$ cat src/rtl/switch_pkg.sv
`default_nettype none
// +----------------------------------------------------------------------------+
// | switch_pkg: shared types and helpers for the switch drain arbiter          |
// | Rev 1.0                                                                    |
// +----------------------------------------------------------------------------+
package switch_pkg;

  typedef enum logic [1:0] {
    IDLE = 2'd0,
    READ = 2'd1,
    WAIT = 2'd2
  } sw_arb_state_e;

  // Port-id width; a single port still needs one bit to carry an id.
  function automatic int pid_w(input int n);
    return (n > 1) ? $clog2(n) : 1;
  endfunction

endpackage
`default_nettype wire

$ cat src/rtl/sw_sync_fifo.sv
`default_nettype none
// +----------------------------------------------------------------------------+
// | sw_sync_fifo: first-word-fall-through synchronous FIFO with occupancy count |
// | Rev 1.0                                                                    |
// +----------------------------------------------------------------------------+
module sw_sync_fifo #(
  parameter  int WIDTH = 10,
  parameter  int DEPTH = 4,
  localparam int AW    = (DEPTH > 1) ? $clog2(DEPTH) : 1
) (
  input  logic             clk,
  input  logic             rst,
  input  logic             push,
  input  logic [WIDTH-1:0] push_data,
  input  logic             pop,
  output logic [WIDTH-1:0] pop_data,
  output logic             empty,
  output logic             full,
  output logic [AW:0]      count
);

  logic [WIDTH-1:0] mem [DEPTH];
  logic [AW-1:0]    wr_ptr;
  logic [AW-1:0]    rd_ptr;
  logic             do_push;
  logic             do_pop;

  assign empty   = (count == '0);
  assign full    = (count == (AW+1)'(DEPTH));
  assign do_push = push & ~full;
  assign do_pop  = pop & ~empty;
  // Head word is forced to zero while empty so the output never shows stale data.
  assign pop_data = empty ? '0 : mem[rd_ptr];

  always_ff @(posedge clk) begin
    if (do_push) begin
      mem[wr_ptr] <= push_data;
    end
  end

  always_ff @(posedge clk) begin
    if (rst) begin
      wr_ptr <= '0;
      rd_ptr <= '0;
      count  <= '0;
    end else begin
      if (do_push) begin
        wr_ptr <= wr_ptr + AW'(1);
      end
      if (do_pop) begin
        rd_ptr <= rd_ptr + AW'(1);
      end
      case ({do_push, do_pop})
        2'b10:   count <= count + (AW+1)'(1);
        2'b01:   count <= count - (AW+1)'(1);
        default: count <= count;
      endcase
    end
  end

endmodule
`default_nettype wire

$ cat src/rtl/switch_drain_arbiter.sv
`default_nettype none
// +----------------------------------------------------------------------------+
// | switch_drain_arbiter: round-robin burst drain of switch output ports into  |
// | one valid/ready stream tagged with the source port id.  Rev 1.0            |
// +----------------------------------------------------------------------------+
module switch_drain_arbiter
  import switch_pkg::*;
#(
  parameter  int NUM_OF_PORTS = 4,
  parameter  int WORD_WIDTH   = 8,
  parameter  int BURST_MAX    = 8,
  parameter  int RD_LAT       = 1,
  parameter  int OUT_DEPTH    = 4,
  localparam int PID_W        = pid_w(NUM_OF_PORTS)
) (
  input  logic                             clk,
  input  logic                             rst,
  input  logic                             arb_en,
  input  logic [NUM_OF_PORTS-1:0]          port_ready,
  input  logic                             read_out,
  input  logic [NUM_OF_PORTS*WORD_WIDTH-1:0] port_out,
  output logic [NUM_OF_PORTS-1:0]          port_read,
  output logic                             out_valid,
  input  logic                             out_ready,
  output logic [WORD_WIDTH-1:0]            out_data,
  output logic [PID_W-1:0]                 out_port,
  output logic                             busy,
  output logic                             err_unexp
);

  localparam int BW = $clog2(BURST_MAX + 1);
  localparam int CW = $clog2(OUT_DEPTH) + 1;

  generate
    if (BURST_MAX < 1 || OUT_DEPTH < RD_LAT + 1) begin : g_param_check
      $error("switch_drain_arbiter: BURST_MAX must be >=1 and OUT_DEPTH >= RD_LAT+1");
    end
  endgenerate

  sw_arb_state_e     state;
  sw_arb_state_e     state_n;
  logic [PID_W-1:0]  rr_ptr;
  logic [PID_W-1:0]  grant;
  logic [PID_W-1:0]  grant_sel;
  logic [PID_W-1:0]  next_rr;
  logic [BW-1:0]     burst_cnt;
  logic [CW-1:0]     inflight;
  logic [CW-1:0]     fifo_cnt;
  logic              fifo_empty;
  logic              fifo_full;
  logic              credit;
  logic              issue;
  logic              grant_load;
  logic              rr_load;
  logic              ret_ok;
  logic              unexp;
  logic              ready_g;
  logic [WORD_WIDTH-1:0] port_data_g;

  // Lowest offset from ptr wins, so scan the offsets from the far end down.
  function automatic logic [PID_W-1:0] rr_pick(input logic [NUM_OF_PORTS-1:0] req,
                                               input logic [PID_W-1:0]        ptr);
    logic [PID_W-1:0] pick;
    logic [PID_W-1:0] j;
    pick = ptr;
    for (int i = NUM_OF_PORTS - 1; i >= 0; i--) begin
      j = PID_W'((int'(ptr) + i) % NUM_OF_PORTS);
      if (req[j]) begin
        pick = j;
      end
    end
    return pick;
  endfunction

  assign grant_sel   = rr_pick(port_ready, rr_ptr);
  assign next_rr     = (grant == PID_W'(NUM_OF_PORTS - 1)) ? '0 : grant + PID_W'(1);
  assign ready_g     = port_ready[grant];
  assign port_data_g = port_out[grant*WORD_WIDTH +: WORD_WIDTH];
  // Words already in the FIFO plus words still returning must fit; pops add no credit.
  assign credit      = ({1'b0, fifo_cnt} + {1'b0, inflight}) < (CW+1)'(OUT_DEPTH);
  assign ret_ok      = read_out & (inflight != '0);
  assign unexp       = read_out & (inflight == '0);

  always_comb begin
    state_n    = state;
    issue      = 1'b0;
    port_read  = '0;
    grant_load = 1'b0;
    rr_load    = 1'b0;
    case (state)
      IDLE: begin
        if (arb_en && (|port_ready)) begin
          state_n    = READ;
          grant_load = 1'b1;
        end
      end
      READ: begin
        issue            = arb_en & ready_g & credit & (burst_cnt < BW'(BURST_MAX));
        port_read[grant] = issue;
        if (!arb_en || !ready_g || (issue && (burst_cnt == BW'(BURST_MAX - 1)))) begin
          state_n = WAIT;
        end
      end
      WAIT: begin
        if ((inflight == '0) || ((inflight == CW'(1)) && read_out)) begin
          state_n = IDLE;
          rr_load = 1'b1;
        end
      end
      default: state_n = IDLE;
    endcase
  end

  always_ff @(posedge clk) begin
    if (rst) begin
      state     <= IDLE;
      rr_ptr    <= '0;
      grant     <= '0;
      burst_cnt <= '0;
      inflight  <= '0;
      err_unexp <= 1'b0;
    end else begin
      state <= state_n;
      if (grant_load) begin
        grant     <= grant_sel;
        burst_cnt <= '0;
      end else if (issue) begin
        burst_cnt <= burst_cnt + BW'(1);
      end
      if (rr_load) begin
        rr_ptr <= next_rr;
      end
      case ({issue, ret_ok})
        2'b10:   inflight <= inflight + CW'(1);
        2'b01:   inflight <= inflight - CW'(1);
        default: inflight <= inflight;
      endcase
      if (unexp) begin
        err_unexp <= 1'b1;
      end
    end
  end

  sw_sync_fifo #(
    .WIDTH (PID_W + WORD_WIDTH),
    .DEPTH (OUT_DEPTH)
  ) u_out_fifo (
    .clk       (clk),
    .rst       (rst),
    .push      (ret_ok),
    .push_data ({grant, port_data_g}),
    .pop       (out_ready),
    .pop_data  ({out_port, out_data}),
    .empty     (fifo_empty),
    .full      (fifo_full),
    .count     (fifo_cnt)
  );

  assign out_valid = ~fifo_empty;
  assign busy      = (state != IDLE) | ~fifo_empty;

  a_no_overflow : assert property (@(posedge clk) disable iff (rst) !(ret_ok && fifo_full));

endmodule
`default_nettype wire

$ cat config.mk
export PLATFORM = sky130hd
export DESIGN_NAME = switch_drain_arbiter
export DESIGN_NICKNAME = d
export VERILOG_FILES = /design/src/rtl/switch_pkg.sv /design/src/rtl/sw_sync_fifo.sv /design/src/rtl/switch_drain_arbiter.sv
export SDC_FILE = /design/constraint.sdc
export NUM_CORES = 1
export LEC_CHECK = 0
export ABC_AREA = 1
export CAP_MARGIN = 20
export CORE_ASPECT_RATIO = 1.75
export CORE_MARGIN = 2
export CORE_UTILIZATION = 53
export DETAILED_ROUTE_END_ITERATION = 7
export PLACE_DENSITY = 0.8
export SYNTH_ARGS = -nofsm -noshare
export SYNTH_HDL_FRONTEND = slang
export SYNTH_SLANG_ARGS = --single-unit
$ cat constraint.sdc
create_clock -name clk -period 2.95 [get_ports clk]
set_clock_uncertainty 0.1 [all_clocks]
set_input_delay 0.7375 -clock clk [delete_from_list [all_inputs] [get_ports clk]]
set_output_delay 0.7375 -clock clk [all_outputs]
set_load 0.005 [all_outputs]
==> results.ini <==
[run_status]
outcome = completed

[setup_path]
cp-end-kind = output pin
r2r_end = inflight[2]
crit_required_ps = 2110
timing.rr.start = grant[0]
reg2regPathDepth = 11
critical_path_class = primary input to output pin
reg2reg_slack_ps = 650
arrival_ps = 2060
path_max_fanout = 5
critPathLaunchType = primary input

[cts]
clk_pin_slew_ps = 60
clock-sinks = 63
clk_latency_ps = 340
cts_tree = built
cts-root-buf = clkbuf_8
clk_path_buf_depth = 2
htreeDepth = 3
hold_buffers = 0
tritoncts.num_buffers = 9

[power_and_ir_drop]
powerDensity_nw_per_um2 = 748.7
power_switching_mw = 1.116
fin_total_pwr_mw = 3.179
p_clk_share_pct = 22.4
p_seq_share_pct = 37.8
power.leakage_nw = 1.745
intPower_mw = 2.063
vdd_drop_max_uv = 566.4
pwr-share-comb_pct = 39.8
switching_share_pct = 35.10

[final_layout]
area_growth_pct = 29.70
nets = 522
antenna_cells = 0
final_util_pct = 71.64
layout-drive-gt1-share_pct = 10.90
layout.cells.non_filler = 546
n_fill_cell = 469
multi_input_area_um2 = 1359
regArea_um2 = 1665

[sta]
slew_headroom_pct = 68.29
final_hold_viol_count = 0
setup_violations = 0
fin_crit_sh_pct = 98.28
period_needed_ps = 2899
rsz0062_at_grt = yes
worst_pin_slew_ps = 471.6
fmaxAchievable_ghz = 0.3449
slew_viol_final = 0

[logic_synthesis]
yosys_warnings = 0
yosysSeqAreaShare_pct = 50.76
synth_cell_types = 28
syn_area_per_cell_um2 = 8.524
synth_area_leaders = edfxtp_1 37%, dfxtp_1 14%, nor2_1 8.9%
syn_inst = 384
synth_most_common_cell = nor2_1
ys.flop_type = edfxtp_1
synth_nets = 443
synth_area_um2 = 3273
synth_common_cells = 78 x nor2_1, 52 x o21ai_0, 49 x nand2_1, 43 x inv_1, 40 x edfxtp_1
synth-seq-cells = 63
synth_async_sr_flop_share_pct = 0
synth_top_area_share_pct = 36.70
synth_edf_count = 40
synth.largest_area_cell = edfxtp_1

[placed_design]
place.gp.congestion = 0.8586
hpwl_um = 5825
port_buffers = 57
place_inst = 527

[drt]
first_pass_iters = 4
wl_met2_um = 4377
avgViaCountPerCell = 5.183
dr_wl_met3_um = 393
drt-met1-wl_um = 2894
routed.top_layer = met4
drc = 0
wl_um = 7927
antenna_left = 0
via_count = 2830
wl_per_cell_um = 14.52
drt_iter0_drc = 121

[global_route]
grt_usage_pct = 24.58
grt_overflow = 0
grt_pass1_wl_um = 12730
grt_max_degree = 20
grt_pass1_vias = 2883
antenna_found_initial = 0

[min_path]
worstHoldPathCells = 2
hold_start = burst_cnt[3]
hold_end = burst_cnt[3]
min_path_type = flop to flop

[floorplan]
fp-row-count = 37
die_area_um2 = 6845
die_width_um = 63.41
fp.dieH_um = 108.0
coreArea_um2 = 5926
ios = 58
initial_core_util_pct = 55.24

[run]
timing.max_cap.violations = 0

==> stage by stage <==
stage                     hold slack [ps]  TNS (ps)  area, µm²  worst slack [ps]
final                               355.1         0       4245             50.80
after global routing                394.5    -129.9       4245            -38.47
after CTS                           355.6         0       4219             26.58
after detailed placement            346.0    -667.9       4018            -181.3
after global placement              347.7    -571.0       4018            -143.2
after floorplan                     329.7         0       3273             694.0
==> how the worst max path moves through the flow <==
| stage | slack, ps | start | endpoint |
|---|---|---|---|
| finish | 50 | arb_en | port_read[0] |
| global route | -40 | arb_en | port_read[0] |
| CTS | 30 | flop | out_data[7] |
| detailed placement | -180 | port_ready[1] | port_read[0] |
| global placement | -140 | port_ready[1] | port_read[2] |
| floorplan | 690 | read_out | u_out_fifo.count[2] |
==> cell families after synthesis <==
| logic type | count (synthesis) | synth area share [%] |
|---|---|---|
| AOI/OAI and AO/OA | 92 | 15.25 |
| and+or+nand+nor | 147 | 17.97 |
| DFF | 63 | 50.76 |
| adders and majority gates | 18 | 7.110 |
| xor gates and xnor gates | 3 | 0.8029 |
| buffers and inverters | 61 | 8.104 |
==> critical path, cell delays in order <==
cell and delay [ps]:
clkdlybuf4s50_1 480, inv_1 60, nor2_2 130, nand2_2 70, a21oi_4 160, nand2_4 90, nor2_1 100, dlygate4sd2_1 240
==> repair_timing <==
item,4_1_cts,5_1_grt
pin swaps,0,1
endpoints found under the setup margin,6,13
buffers inserted,1,1
gates resized for setup,6,7
cloned,1,0
==> power by group through the flow <==
| stage | combinational [mW] | sequential [mW] | clock, mW |
|---|---|---|---|
| 2_1_floorplan | 0.728 | 1.17 | 0 |
| 3_3_place_gp | 1.20 | 1.20 | 0 |
| 3_5_place_dp | 1.25 | 1.21 | 0 |
| 4_1_cts | 1.27 | 1.20 | 0.735 |
| 5_1_grt | 1.42 | 1.22 | 0.772 |
| 6_report | 1.26 | 1.20 | 0.713 |
==> final cells by class <==
cell class              count  share of cell area (%)
flip-flops and latches     63                   39.23
multi-input cells         260                   32.01
repair buffers             80                   17.42
inverters                  48                   4.421
clock buffers              11                   3.330
well taps                  78                   2.299
clock inverters             5                   1.120
repair inverters            1                  0.1768
==> routing by layer <==
layer | GRT usage (%) | vias up
li1 | - | 1431
met1 | 23.07 | 1290
met2 | 46.99 | 88
met3 | 5.619 | 21
met4 | 14.91 | 0
met5 | 0 | -
==> layout by cell type (no fill, tap or decap), types with 2 or more instances in the layout <==
| cell | instances |
|---|---|
| buf_4 | 23 |
| nand4_1 | 2 |
| dfxtp_1 | 22 |
| nor2_1 | 76 |
| edfxtp_1 | 40 |
| clkinv_2 | 3 |
| inv_1 | 42 |
| o22ai_1 | 8 |
| nor2_2 | 2 |
| clkinv_1 | 3 |
| nand2_1 | 48 |
| clkbuf_8 | 10 |
| ha_1 | 17 |
| clkdlybuf4s50_1 | 53 |
| dlygate4sd2_1 | 3 |
| a21oi_1 | 27 |
| a21oi_4 | 2 |
| nand3_1 | 15 |
| o21ai_0 | 52 |
| xor2_1 | 3 |
| inv_2 | 2 |
| clkinvlp_4 | 2 |
==> flip-flops by register name (all words and copies together), names as in the netlist, named ones only <==
name	cells
u_out_fifo.rd_ptr	2
u_out_fifo.count	3
burst_cnt	4
rr_ptr	2
state	2
u_out_fifo.mem	40
u_out_fifo.wr_ptr	2
inflight	3
grant	2
err_unexp	1
No activity file was read; power rests on OpenSTA's default activity.
